`config.mk`:
```
export PLATFORM = sky130hd
export DESIGN_NAME = expr_seq
export DESIGN_NICKNAME = d
export VERILOG_FILES = /design/src/rtl/expr_seq.sv
export SDC_FILE = /design/constraint.sdc
export NUM_CORES = 1
export LEC_CHECK = 0
export ABC_CLOCK_PERIOD_IN_PS = 4100
export BUFFER_PORTS_ARGS = -buffer_cell sky130_fd_sc_hd__buf_2
export CORE_ASPECT_RATIO = 0.9
export CORE_UTILIZATION = 55
export DETAILED_ROUTE_END_ITERATION = 10
export PLACE_DENSITY = 0.75
export SYNTH_ARGS = -nofsm -noshare
export SYNTH_HDL_FRONTEND = slang
export SYNTH_SLANG_ARGS = --single-unit
```
`constraint.sdc`:
```
create_clock -name clk -period 4.1 [get_ports clk]
set_input_delay 0.205 -clock clk [delete_from_list [all_inputs] [get_ports clk]]
set_output_delay 0.205 -clock clk [all_outputs]
set_load 0.03 [all_outputs]
```
`src/rtl/expr_seq.sv`:
```
// expr_seq: recognises digit(op digit)*'=' ASCII expressions and presents one held result per expression
module expr_seq #(parameter int W = 16) (
  input  logic         clk,
  input  logic         clr,
  input  logic [7:0]   in_data,
  input  logic         in_valid,
  output logic         in_ready,
  output logic [W-1:0] res_data,
  output logic         res_err,
  output logic         res_valid,
  input  logic         res_ready
);
  typedef enum logic [2:0] {IDLE, OPND, OPER, SKIP, DONE} state_t;
  state_t state;
  logic [W-1:0] acc;
  logic op;
  logic [7:0] dv;
  logic [W-1:0] d;
  logic is_dig, is_op, is_eq;
  // codes below '0' wrap to large values, so one compare classifies digits
  assign dv = in_data - 8'h30;
  assign d = W'(dv);
  assign is_dig = dv < 8'd10;
  assign is_op = in_data == 8'h2B || in_data == 8'h2D;
  assign is_eq = in_data == 8'h3D;
  assign in_ready = clr && state != DONE;
  always_ff @(posedge clk or negedge clr) begin
    if (!clr) begin
      state <= IDLE;
      acc <= '0;
      op <= 1'b0;
      res_data <= '0;
      res_err <= 1'b0;
      res_valid <= 1'b0;
    end else if (state == DONE) begin
      if (res_ready) begin
        state <= IDLE;
        res_valid <= 1'b0;
        acc <= '0;
      end
    end else if (in_valid) begin
      if (is_eq) begin
        state <= DONE;
        res_valid <= 1'b1;
        res_err <= state != OPND;
        res_data <= state == OPND ? acc : '0;
      end else case (state)
        IDLE: if (is_dig) begin acc <= d; state <= OPND; end else state <= SKIP;
        OPND: if (is_op) begin op <= in_data == 8'h2D; state <= OPER; end else state <= SKIP;
        OPER: if (is_dig) begin acc <= op ? acc - d : acc + d; state <= OPND; end else state <= SKIP;
        default: state <= SKIP;
      endcase
    end
  end
endmodule

```
== Yosys cells after proc, flatten, opt, wreduce, memory -nomap -nowiden ==
Cells that the tools add are included.
Storage, ports and cells
  memories: 0
  RAM bits: 0
  bits in registers: 38
  input port bits: 12
  latch bits: 0
  memory bits (read-only): 0
  logic and storage cells: 56
  output and inout port bits: 19
Cells by class
  shift operators: 0
  reductions and logical operators: 12
  multiply operators: 0
  eq/ne operators: 12
  divide/modulo/power cells: 0
  $add $sub $neg: 3
  $lt $le $gt $ge: 1
  multiplexer cells: 20
  bitwise gates (word level): 2
Operator list (number)
  $mux 16: 8
  $pmux 16 s2: 1
  $eq 8x6->1 const B: 3
  $add 16x8->16: 1
  $sub 16x8->16: 1
  $mux 3: 4
  $ne 3x3->1 const B: 3
  $lt 8x4->1 const B: 1
  $sub 8x6->8 const B: 1
  $pmux 3 s2: 1
  $reduce_and 3->1: 2
  $reduce_and 6->1: 1
  $mux 1: 5
  $reduce_and 5->1: 1
  $reduce_bool 2->1: 2
  $eq 3x1->1 const B: 1
  $eq 3x2->1 const B: 1
  $eq 3x3->1 const B: 1
  $logic_not 3->1: 1
  $ne 3x1->1 const B: 1
  $reduce_bool 3->1: 1
  $mux 2: 1
  $ne 2x1->1 const B: 1
  $ne 2x2->1 const B: 1
  5 further kinds: 6

== Depth between registers and ports, before layout ==
Gate-level depths: netlist of run 1.
  depth in word-level cells: 8
  gate-level depth with buffers: 13

== Least setup slack after synthesis of run 1 ==
OpenSTA, ideal clock, no wires.
  path type: input -> register
  start point: in in_data[2]
  end point: reg acc[15]
  arrival: 2.816 ns
  slack: 1.164 ns
  data required time: 3.979 ns
  setup time: 0.121 ns
  stages on the path: 13
  buffers on the path: 1
  path through: clkbuf_1 -> nor2_1 -> and4_1 -> and3_1 -> ha_1 -> o21ai_0 -> ha_1 -> a21oi_2 -> o21bai_1 -> a221o_1 -> or3_1 -> a31o_1 -> a22o_1
Between the ends
  cells in the longest elaborated chain, start to end: 8
  elaborated cells between the ends (all ways): 15
  classes of those cells: 3 x add/sub; 1 x order compare; 4 x eq/ne; 6 x mux; 1 x reduce/logical
Ends and longest elaborated chain
  start, declared: line 5  | input logic [7:0] in_data,
  $sub 8x6->8: line 21  | assign dv = in_data - 8'h30;
  $add 16x8->16 / $sub 16x8->16 (equally long branches): line 50  | OPER: if (is_dig) begin acc <= op ? acc - d : acc + d; state <= OPND; end else state <= SKIP;
  $mux 16 (2 in series): line 50
  $pmux 16 s2: line 47  | end else case (state)
  $mux 16: line 42  | if (is_eq) begin
  $mux 16: line 41  | end else if (in_valid) begin
  $mux 16: line 35  | end else if (state == DONE) begin
  end signal, assigned: line 39  | acc <= '0;
  end signal, assigned: line 48  | IDLE: if (is_dig) begin acc <= d; state <= OPND; end else state <= SKIP;
  end signal, assigned: line 50
  end, declared: line 15  | logic [W-1:0] acc;
Several ways; a longest one is shown, not always the timed one. The select of a mux whose other input is x is not followed.
A chain may end at the register's enable or synchronous reset.

== Final worst setup path of run 1 ==
  start point: in in_data[4]
  end point: reg acc[12]
Same word-level chain as after synthesis.

==> results by group, run 1 <==
Run status
  – Result of the run: completed

Timing
  – Clock period minus worst slack: 3.11 ns
  – Hold slack final: 0.0138 ns
  – RSZ-0062 raised after global routing: false
  – Sum Neg Setup Slack: 0 ns
  – Number of failing hold endpoints at the final stage: 0
  – Total setup violations reported at the end of the flow: 0
  – Measured slew at the worst slew-check pin: about 1.0 ns
  – Worst relative slew slack: 0.310
  – Fraction of the cycle the final worst path needs: 0.758
  – Post-Route Skew: just over 0.009 ns
  – Final-report max-slew violation count: 0
  – Achievable Freq: about 320 MHz

Critical path
  – Startpoint type of the worst setup path: primary input
  – Critical Path Max Stage Delay: between 0.4 and 0.5 ns
  – Largest driver fanout on the critical path: 6
  – Cell-by-cell listing of the critical path: buf_2 > ha_1 > xor2_1 > and3_1 > ha_1 > o21ai_0 > ha_1 > a211o_1 > o32ai_1 > o21ai_0 > xnor2_1 > o31ai_1
  – Most Frequent Cell on Critical Path: sky130_fd_sc_hd__ha_1
  – Critical path capture point type: register
  – WP data required: 4.29 ns
  – Worst path slowest cell: sky130_fd_sc_hd__o32ai_1
  – Arrival time at the worst endpoint: between 3 and 4 ns
  – Type of the setup path with the least slack: primary input to register

Placement
  – Placed wire-length estimate after detailed placement: 4.32 mm
  – Cell count after placement: 391
  – Final estimated routing congestion in global placement: 0.842
  – Number of input and output port buffers inserted: 30

Clocking
  – Max Buffers Root-to-Sink: 2
  – Maximum level of the CTS H-tree: 2
  – Number of buffers added to fix hold violations after cts: 0
  – # clock sinks: 38
  – Clock transition at the register clock pins on the worst setup and hold paths after CTS: about 0.07 ns
  – Number of gates resized after CTS: 0
  – Root Buffer Master: sky130_fd_sc_hd__clkbuf_8
  – Clock buffer count from CTS: 5
  – Clk_lat worst skew: slightly below 0.3 ns
  – CTS tree: done
  – Number of setup buffers added after CTS: 0

Floorplan
  – Die Area: 5130 um^2
  – Vert. Die Dim: ~70 um
  – Horizontal die dimension: about 75 um
  – Area inside the core boundary: roughly 4500 um^2
  – Number of top-level pins: 31
  – Number of rows created at floorplan: 23
  – Starting utilization of the core area: 0.587

Detailed routing
  – Sum of routed wire length over all layers: approximately 5.6 mm
  – Number of DRC violations after detailed routing: 0
  – Number of routed nets with antenna violations: 0
  – Ratio of routed vias to standard cells: ~5.6
  – DR vias: between 2000 and 2500
  – Average wire per cell in the routed design: roughly 14 um
  – DR iter-0 viols: between 100 and 150
  – TritonRoute pass-1 iters: 4

Min path
  – Type of the worst min-delay path: primary input to asynchronous set/reset pin

Finish
  – Number of antenna repair diodes: 0
  – Growth of design area from synthesis to finish: 9.80%
  – Fin nets: roughly 370
  – Final core utilization: 0.644
  – Fraction of layout cells with a size suffix above 1: 0.143
  – Final cell count without fillers: 398

Yosys
  – Most common flop cell mapped by yosys: sky130_fd_sc_hd__dfrtp_1
  – Cell count after synthesis: roughly 310
  – Flops & latches, synth: 38
  – Number of flops mapped to enable cells by yosys: 0
  – Synthesized area per cell: 8.50 um^2
  – Yosys Warn Count: 0
  – Share of flip-flops with an asynchronous set or reset after synthesis: 1.00
  – Cell types with the largest area share after synthesis: sky130_fd_sc_hd__dfrtp_1 (36%), sky130_fd_sc_hd__ha_1 (10%), sky130_fd_sc_hd__nand2_1 (9.1%)
  – Library cell with the largest summed area after synthesis: sky130_fd_sc_hd__dfrtp_1
  – Syn Std Cell Area: roughly 2700 um^2
  – Count of unique library cells instantiated by Yosys: between 50 and 60
  – Mapped Nets: 349
  – Most common library cells after synthesis: sky130_fd_sc_hd__nand2_1 (65), sky130_fd_sc_hd__dfrtp_1 (38), sky130_fd_sc_hd__o21ai_0 (31)
  – Fraction of the yosys area taken by sequential cells: 0.356
  – Share of Yosys cell area claimed by the top area cell type: 0.356
  – Most repeated cell in the gate-level netlist after synthesis: sky130_fd_sc_hd__nand2_1

Power and ir drop
  – Standby leakage power: between 1 and 1.5 nW
  – Total design power: 967 uW
  – Share of power burned in registers: 0.434
  – Internal power component: roughly 700 uW
  – Clock share of power: 0.327
  – Portion of total power attributed to combinational logic: 0.239
  – Worst IR Drop VDD: about 0.27 mV
  – Switching part of the total power: 0.295
  – Pwr Density: around 330 nW/um^2
  – Net switching power figure: between 200 and 300 uW

Global route
  – Total gr overflow: 0
  – Global-route wire length before repair: ~9.3 mm
  – Aggregate global-route resource usage: 0.244
  – Pin count of the biggest net entering global routing: 40
  – Number of antenna violations at the first check in global routing: 0
  – Number of global-route vias before repair: approximately 1900

Job
  – Max-capacitance violation count: 0
==> cells in the final DEF (no fill, tap or decap), types with 4 or more instances in the layout <==
cell type / synthesis / routed
sky130_fd_sc_hd__nor2b_1: 4 / 4
sky130_fd_sc_hd__nand2_1: 65 / 65
sky130_fd_sc_hd__a21oi_1: 14 / 14
sky130_fd_sc_hd__nand2b_1: 4 / 4
sky130_fd_sc_hd__buf_2: 1 / 30
sky130_fd_sc_hd__xnor2_1: 10 / 10
sky130_fd_sc_hd__dfrtp_1: 38 / 38
sky130_fd_sc_hd__ha_1: 22 / 22
sky130_fd_sc_hd__nor2_1: 20 / 20
sky130_fd_sc_hd__xor2_1: 7 / 7
sky130_fd_sc_hd__o21ai_0: 31 / 31
sky130_fd_sc_hd__o31ai_1: 14 / 14
sky130_fd_sc_hd__inv_1: 10 / 10
sky130_fd_sc_hd__nor3_1: 7 / 7
sky130_fd_sc_hd__a21o_1: 5 / 5
sky130_fd_sc_hd__clkbuf_8: 1 / 6
==> worst paths after layout <==
kind,startpoint,endpoint,slack [ns],cells past startpoint
worst max-delay path,in_data[4],acc[12]$_DFFE_PN0P_,0.99,12
worst min-delay path,clr,op$_DFFE_PN0P_,0.01,1
worst max register to register,op$_DFFE_PN0P_,acc[15]$_DFFE_PN0P_,1.16,8
worst min register to register,res_data[2]$_DFFE_PN0P_,res_data[2]$_DFFE_PN0P_,0.47,2
max in group asynchronous,clr,res_data[3]$_DFFE_PN0P_,3.56,1
min in group clk,in_valid,state[1]$_DFFE_PN0P_,0.23,3
==> layout make-up <==
class / instances / area [um^2]
timing repair buffer: 32 / 165
clock buffer: 6 / 82.6
fill: 408 / 1620
tap: 62 / 77.6
sequential: 38 / 951
inverter: 10 / 37.5
clock inverter: 1 / 30.0
multi-input combinational: 249 / 1590
==> kinds of logic after synthesis <==
group,after synthesis,synth area share
and+or+nand+nor,114,0.188
AOI/OAI and AO/OA,93,0.230
DFF,38,0.356
buffers and inverters,27,0.0511
adders and majority gates,23,0.111
xor gates and xnor gates,17,0.0558
muxes,2,0.00797
==> metal layers <==
metal,vias to the layer above,track usage,part of all wire
li1,1151,-,-
met1,1010,0.384,0.54
met2,59,0.338,0.41
met3,5,0.0265,0.038
met4,0,0.0903,0.0093
met5,-,0,0
==> worst max-delay path, delay by kind of cell <==
family	cells	cell delay, ns
xor+xnor	2	0.54
buf+inv	1	0.13
fa+ha+maj	3	0.77
simple gates	1	0.30
compound gates	5	1.35
==> sequential cells by signal, summed over array words and instances (netlist names) <==
| signal | cells |
|---|---|
| res_data | 16 |
| state | 3 |
| res_valid | 1 |
| op | 1 |
| res_err | 1 |
| acc | 16 |
==> power groups by stage <==
stage	Clock [mW]	Combinational, mW	Sequential (mW)
floorplan	0	0.169	0.420
global placement	0	0.222	0.426
detailed placement	0	0.229	0.426
CTS	0.322	0.230	0.419
global route	0.341	0.261	0.421
finish	0.316	0.231	0.419
==> stage by stage <==
| stage | instance area, um^2 | setup slack (ns) |
|---|---|---|
| floorplan | 2670 | 1.16 |
| global placement | 2820 | 0.813 |
| global route | 2930 | 0.771 |
| detailed placement | 2820 | 0.732 |
| CTS | 2930 | 1.03 |
| finish | 2930 | 0.991 |
Power figures use the tool's default switching activity.
==> run 2: changes to the inputs <==
- ABC_CLOCK_PERIOD_IN_PS: 4100 -> 2500
- CORE_UTILIZATION: 55 -> 53
- clock period: 4.1 -> 2.5 ns (I/O delays scaled with it)
==> run 2 against run 1 <==
The run now ends with negative setup slack left. Design area is 24% higher. Critical path depth is 3 lower. Clock-buffer cell count stayed put. Global-route usage is 2.5 points higher. Die area is 3.7% higher. Register-to-register slack worse by 1.3 ns. Hold slack better by 0.11 ns. Setup slack worse by 1.1 ns. First-iteration DRC count is 76% higher. Largest power group unchanged.
==> results by group, run 2 (synthesis gave the netlist of run 1 again) <==
Run status
  – Result of the run: finished, violations left
  – Failing checks: negative setup slack

Critical path
  – Startpoint type of the worst setup path: register
  – Type of the setup path with the least slack: register to register
  – Critical path capture point type: register
  – Largest driver fanout on the critical path: 8
  – WP data required: 2.68 ns
  – Arrival time at the worst endpoint: 2.78 ns
  – Setup slack of the worst register-to-register path: -0.09 ns

Power and ir drop
  – Pwr Density: 521 nW/um^2
  – Worst IR Drop VDD: around 0.32 mV
  – Standby leakage power: ~1.8 nW
  – Total design power: about 1.9 mW

Clocking
  – CTS tree: done
  – Clock transition at the register clock pins on the worst setup and hold paths after CTS: about 0.080 ns
  – # clock sinks: 38
  – Clk_lat worst skew: 0.29 ns
  – Clock buffer count from CTS: 5
  – Root Buffer Master: sky130_fd_sc_hd__clkbuf_8
  – Max Buffers Root-to-Sink: 2
  – Maximum level of the CTS H-tree: 2

Timing
  – Total setup violations reported at the end of the flow: 3
  – Hold slack final: between 0.1 and 0.15 ns
  – Final-report max-slew violation count: 0
  – Worst relative slew slack: 0.647
  – Measured slew at the worst slew-check pin: ~0.53 ns
  – Clock period minus worst slack: between 2 and 3 ns
  – Number of failing hold endpoints at the final stage: 0
  – Post-route worst setup slack: -0.0945 ns
  – RSZ-0062 raised after global routing: true
  – Fraction of the cycle the final worst path needs: 1.04
  – Post-Route Skew: a little over 0.005 ns
  – Achievable Freq: around 390 MHz

Global route
  – Aggregate global-route resource usage: 0.269
  – Number of antenna violations at the first check in global routing: 0
  – Total gr overflow: 0
  – Pin count of the biggest net entering global routing: 39
  – Global-route wire length before repair: ~11 mm
  – Number of global-route vias before repair: ~2400

Floorplan
  – Number of rows created at floorplan: 24
  – Area inside the core boundary: 4830 um^2
  – Die Area: approximately 5300 um^2
  – Starting utilization of the core area: 0.552
  – Number of top-level pins: 31
  – Vert. Die Dim: 69.3 um
  – Horizontal die dimension: about 77 um

Finish
  – Most used cells in the layout excluding fill and tap cells: sky130_fd_sc_hd__nand2_1 (64), sky130_fd_sc_hd__buf_4 (58), sky130_fd_sc_hd__dfrtp_1 (37)
  – Number of antenna repair diodes: 0
  – Growth of design area from synthesis to finish: 36.3%
  – Fin nets: about 430
  – Fraction of layout cells with a size suffix above 1: 0.338
  – Number of fillers in the final layout: about 360
  – Leading cell type in the layout, fill and taps excluded: sky130_fd_sc_hd__nand2_1
  – Largest registers ranked by flip-flop count: acc: 16 flops, res_data: 16 flops, state: 3 flops

Detailed routing
  – Number of DRC violations after detailed routing: 0
  – DR vias: between 2000 and 3000
  – Average wire per cell in the routed design: ~15 um
  – Ratio of routed vias to standard cells: roughly 5.6
  – Number of routed nets with antenna violations: 0
  – DR iter-0 viols: 210
  – TritonRoute pass-1 iters: 4
  – Sum of routed wire length over all layers: slightly below 7 mm

Placement
  – Placed wire-length estimate after detailed placement: 5.09 mm
  – Final estimated routing congestion in global placement: slightly above 0.9
  – Number of input and output port buffers inserted: 30
  – Worst slack after detailed placement: -0.379 ns

Min path
  – Type of the worst min-delay path: primary input to register

Job
  – Max-capacitance violation count: 0
-- run 2: cell types whose count changed in the layout (fill, tap and decap cells not counted), moves of 3 or more --
cell,delta
sky130_fd_sc_hd__ha_1,-6
sky130_fd_sc_hd__buf_4,+56
sky130_fd_sc_hd__ha_4,+3
sky130_fd_sc_hd__o21ai_0,-4
sky130_fd_sc_hd__ha_2,+3
-- run 2: timing repair --
action,in CTS,in global routing
hold endpoints to repair,38,0
cloned,0,0
endpoints found under the setup margin,8,7
resized for setup,6,16
hold buffers,1,0
pin swaps,5,13
buffers inserted,3,3
-- run 2: critical path, cell delays in order, from the launching register on --
cell	delay, ns
sky130_fd_sc_hd__dfrtp_2	0.48
sky130_fd_sc_hd__buf_6	0.16
sky130_fd_sc_hd__a21o_1	0.17
sky130_fd_sc_hd__ha_1	0.20
sky130_fd_sc_hd__a21o_1	0.20
sky130_fd_sc_hd__o21bai_4	0.17
sky130_fd_sc_hd__a221o_1	0.34
sky130_fd_sc_hd__or3_4	0.39
sky130_fd_sc_hd__a31o_1	0.18
sky130_fd_sc_hd__a22o_1	0.20
-- run 2: final cells by class --
class	count	area, um^2	share of cell area
Inverter	10	37.5	0.0103
Clock buffer	6	82.6	0.0227
Timing Repair Buffer	92	653	0.180
Sequential cell	38	952	0.262
Tap cell	65	81.3	0.0224
Clock inverter	2	60.1	0.0165
Multi-Input combinational cell	249	1770	0.486
-- run 2: power by group --
group          internal, mW  switching (mW)
Sequential            0.648          0.0377
Combinational         0.269           0.291
Clock                 0.426           0.221
-- run 2: final timing paths --
path / from / endpoint / cells past startpoint
max in group asynchronous: clr / op$_DFFE_PN0P_ / 3
worst min-delay path: res_ready / res_valid$_DFFE_PN0P_ / 4
min in group asynchronous: clr / res_valid$_DFFE_PN0P_ / 3
worst max-delay path: op$_DFFE_PN0P_ / acc[15]$_DFFE_PN0P_ / 9
worst max register to register: op$_DFFE_PN0P_ / acc[15]$_DFFE_PN0P_ / 9
worst min register to register: res_data[10]$_DFFE_PN0P_ / res_data[10]$_DFFE_PN0P_ / 2
-- run 2: per-layer routing --
metal | track usage | up-vias | routed length [um] | part of all wire
met5 | 0 | - | 0 | 0
met4 | 0.0855 | 0 | 79 | 0.012
met3 | 0.0276 | 7 | 445 | 0.065
met2 | 0.423 | 96 | 3100 | 0.45
met1 | 0.388 | 1224 | 3230 | 0.47
li1 | - | 1275 | - | -
-- run 2: per-stage QoR --
step	cell area [um^2]	std cells	TNS (ns)	utilization
after floorplan	2810	314	-0.151	-
after global placement	3360	447	-1.30	0.695
after detailed placement	3360	447	-2.03	0.695
after CTS	3550	459	-0.0847	0.734
after global routing	3630	462	-0.688	0.752
final	3630	462	-0.191	0.752
==> run 3: changes to the inputs <==
- CORE_UTILIZATION: 53 -> 30
- PLACE_DENSITY: 0.75 -> 0.47
==> run 3 against run 2 <==
Total power decreased by 5.1%. Via count down 4.1%. Design area increased by 4.1%. First-iteration DRC count is 41% lower. Largest cell class unchanged. Critical path depth grew 1. Wire length grew 2.0%. Fmax shrank 2.0%. The run still ends with negative setup slack left. Die area rose by 74%. Register-to-register slack got worse by 0.05 ns. Non-clock buffer count grew 9. Highest routed layer unchanged.
==> results by group, run 3 (synthesis gave the netlist of run 1 again) <==
Timing
  – Achievable Freq: between 300 and 400 MHz
  – RSZ-0062 raised after global routing: true
  – Clock period minus worst slack: between 2 and 3 ns
  – Post-Route Skew: ~0.0081 ns
  – Fraction of the cycle the final worst path needs: 1.06
  – Final-report max-slew violation count: 0
  – Measured slew at the worst slew-check pin: ~0.53 ns
  – Number of failing hold endpoints at the final stage: 0
  – Post-route worst setup slack: -0.146 ns
  – Hold slack final: approximately 0.13 ns
  – Total setup violations reported at the end of the flow: 5
  – Worst relative slew slack: 0.644

Clocking
  – CTS tree: done
  – Clock transition at the register clock pins on the worst setup and hold paths after CTS: 0.08 ns
  – Clock buffer count from CTS: 5
  – Clk_lat worst skew: a little under 0.3 ns
  – Maximum level of the CTS H-tree: 2
  – # clock sinks: 38
  – Root Buffer Master: sky130_fd_sc_hd__clkbuf_8
  – Max Buffers Root-to-Sink: 2

Critical path
  – Setup slack of the worst register-to-register path: -0.15 ns
  – Startpoint type of the worst setup path: register
  – Arrival time at the worst endpoint: about 2.8 ns
  – R2r startpoint: op$_DFFE_PN0P_
  – Largest driver fanout on the critical path: 7
  – Type of the setup path with the least slack: register to register
  – Reg-to-reg critical path endpoint: acc[15]$_DFFE_PN0P_
  – Worst setup startpoint: op$_DFFE_PN0P_
  – R2r worst-path depth: 10
  – Critical path capture point type: register
  – Crit path capture: acc[15]$_DFFE_PN0P_
  – WP data required: approximately 2.7 ns

Global route
  – Number of global-route vias before repair: 2305
  – Pin count of the biggest net entering global routing: 39
  – Global-route wire length before repair: approximately 12 mm
  – Aggregate global-route resource usage: 0.160
  – Total gr overflow: 0
  – Number of antenna violations at the first check in global routing: 0

Placement
  – Number of input and output port buffers inserted: 30
  – Final estimated routing congestion in global placement: between 0.8 and 0.9
  – Placed wire-length estimate after detailed placement: ~5.4 mm
  – Area after detailed placement: approximately 3400 um^2

Power and ir drop
  – Total design power: around 1.8 mW
  – Internal power component: 1.26 mW
  – Switching part of the total power: 0.299
  – Clock share of power: 0.298
  – Standby leakage power: about 1.8 nW
  – Pwr Density: approximately 470 nW/um^2
  – Share of power burned in registers: 0.381
  – Net switching power figure: 537 uW
  – Worst IR Drop VDD: ~0.27 mV
  – Portion of total power attributed to combinational logic: 0.321

Job
  – Max-capacitance violation count: 0

Detailed routing
  – TritonRoute pass-1 iters: 4
  – Number of routed nets with antenna violations: 0
  – DR vias: about 2500
  – Number of DRC violations after detailed routing: 0
  – Sum of routed wire length over all layers: between 6 and 7 mm
  – Average wire per cell in the routed design: roughly 13 um
  – DR iter-0 viols: 124
  – Ratio of routed vias to standard cells: 4.76

Floorplan
  – Vert. Die Dim: just over 90 um
  – Area inside the core boundary: between 8000 and 9000 um^2
  – Number of top-level pins: 31
  – Die Area: just over 9000 um^2
  – Starting utilization of the core area: 0.310
  – Horizontal die dimension: 101 um
  – Number of rows created at floorplan: 32

Finish
  – Growth of design area from synthesis to finish: 41.8%
  – Fraction of layout cells with a size suffix above 1: 0.363
  – Number of antenna repair diodes: 0
  – Fin nets: 440
  – Non-Filler Cell Area, Final: 3780 um^2
  – Most used cells in the layout excluding fill and tap cells: sky130_fd_sc_hd__nand2_1 (64), sky130_fd_sc_hd__buf_4 (64), sky130_fd_sc_hd__dfrtp_1 (37)
  – Largest registers ranked by flip-flop count: acc: 16 flops, res_data: 16 flops, state: 3 flops

Min path
  – Type of the worst min-delay path: primary input to register

Run status
  – Result of the run: finished, violations left
  – Failing checks: negative setup slack
[run 3: cell types whose count changed in the layout (fill, tap and decap cells not counted), sizes merged]
cell	previous run	this run
clkbuf	6	7
bufinv	2	1
buf	91	99
[run 3: timing repair]
action / CTS / global route
buffers inserted: 5 / 8
hold buffers: 1 / 0
resized for setup: 7 / 21
endpoints found under the hold margin: 38 / 0
endpoints found under the setup margin: 7 / 9
pin swaps: 11 / 22
[run 3: layout make-up]
type / count / area [um^2]
Sequential cell: 38 / 952
Inverter: 10 / 37.5
Timing Repair Buffer: 101 / 722
Clock inverter: 1 / 30.0
Fill cell: 868 / 4820
Clock buffer: 6 / 82.6
Multi-Input combinational cell: 249 / 1810
Tap cell: 119 / 149
[run 3: worst min-delay path by stage]
stage / slack [ns] / cells past startpoint / startpoint / endpoint
CTS: 0.12 / 4 / res_ready / res_valid$_DFFE_PN0P_
detailed placement: 0.23 / 2 / clr / state[2]$_DFFE_PN0P_
floorplan: -0.17 / 0 / clr / acc[0]$_DFFE_PN0P_
global placement: 0.23 / 2 / clr / state[2]$_DFFE_PN0P_
global route: 0.18 / 4 / res_ready / res_valid$_DFFE_PN0P_
finish: 0.13 / 4 / res_ready / res_valid$_DFFE_PN0P_
[run 3: critical path: stages, from the launching register on]
cell and delay, ns:
sky130_fd_sc_hd__dfrtp_2 0.43, sky130_fd_sc_hd__buf_12 0.14, sky130_fd_sc_hd__buf_6 0.11, sky130_fd_sc_hd__a21o_1 0.15, sky130_fd_sc_hd__ha_2 0.18, sky130_fd_sc_hd__a21o_1 0.20, sky130_fd_sc_hd__o21bai_4 0.17, sky130_fd_sc_hd__a221o_1 0.34
sky130_fd_sc_hd__or3_4 0.39, sky130_fd_sc_hd__a31o_1 0.21, sky130_fd_sc_hd__a22o_1 0.20
[run 3: routing by layer]
metal  GRT usage  vias to the layer above  wire [um]
met4      0.0435                        0         48
met3      0.0208                        4        182
met2       0.230                       42       2940
met1       0.248                     1150       3820
met5           0                        -          0
li1            -                     1300          -
[run 3: metrics by stage]
step,utilization,setup TNS [ns],setup slack [ns],std cells
after floorplan,-,-0.151,-0.145,314
final,0.440,-0.273,-0.146,524
after detailed placement,0.399,-2.13,-0.384,503
after CTS,0.422,-0.348,-0.110,516
after global routing,0.440,-1.12,-0.208,524
after global placement,0.399,-1.75,-0.350,503
[run 3: power by group through the flow]
stage | Sequential, mW | Combinational [mW] | Clock (mW)
6_report | 0.685 | 0.576 | 0.536
5_1_grt | 0.690 | 0.640 | 0.571
4_1_cts | 0.685 | 0.520 | 0.553
3_5_place_dp | 0.697 | 0.500 | 0
3_3_place_gp | 0.697 | 0.495 | 0
2_1_floorplan | 0.689 | 0.304 | 0
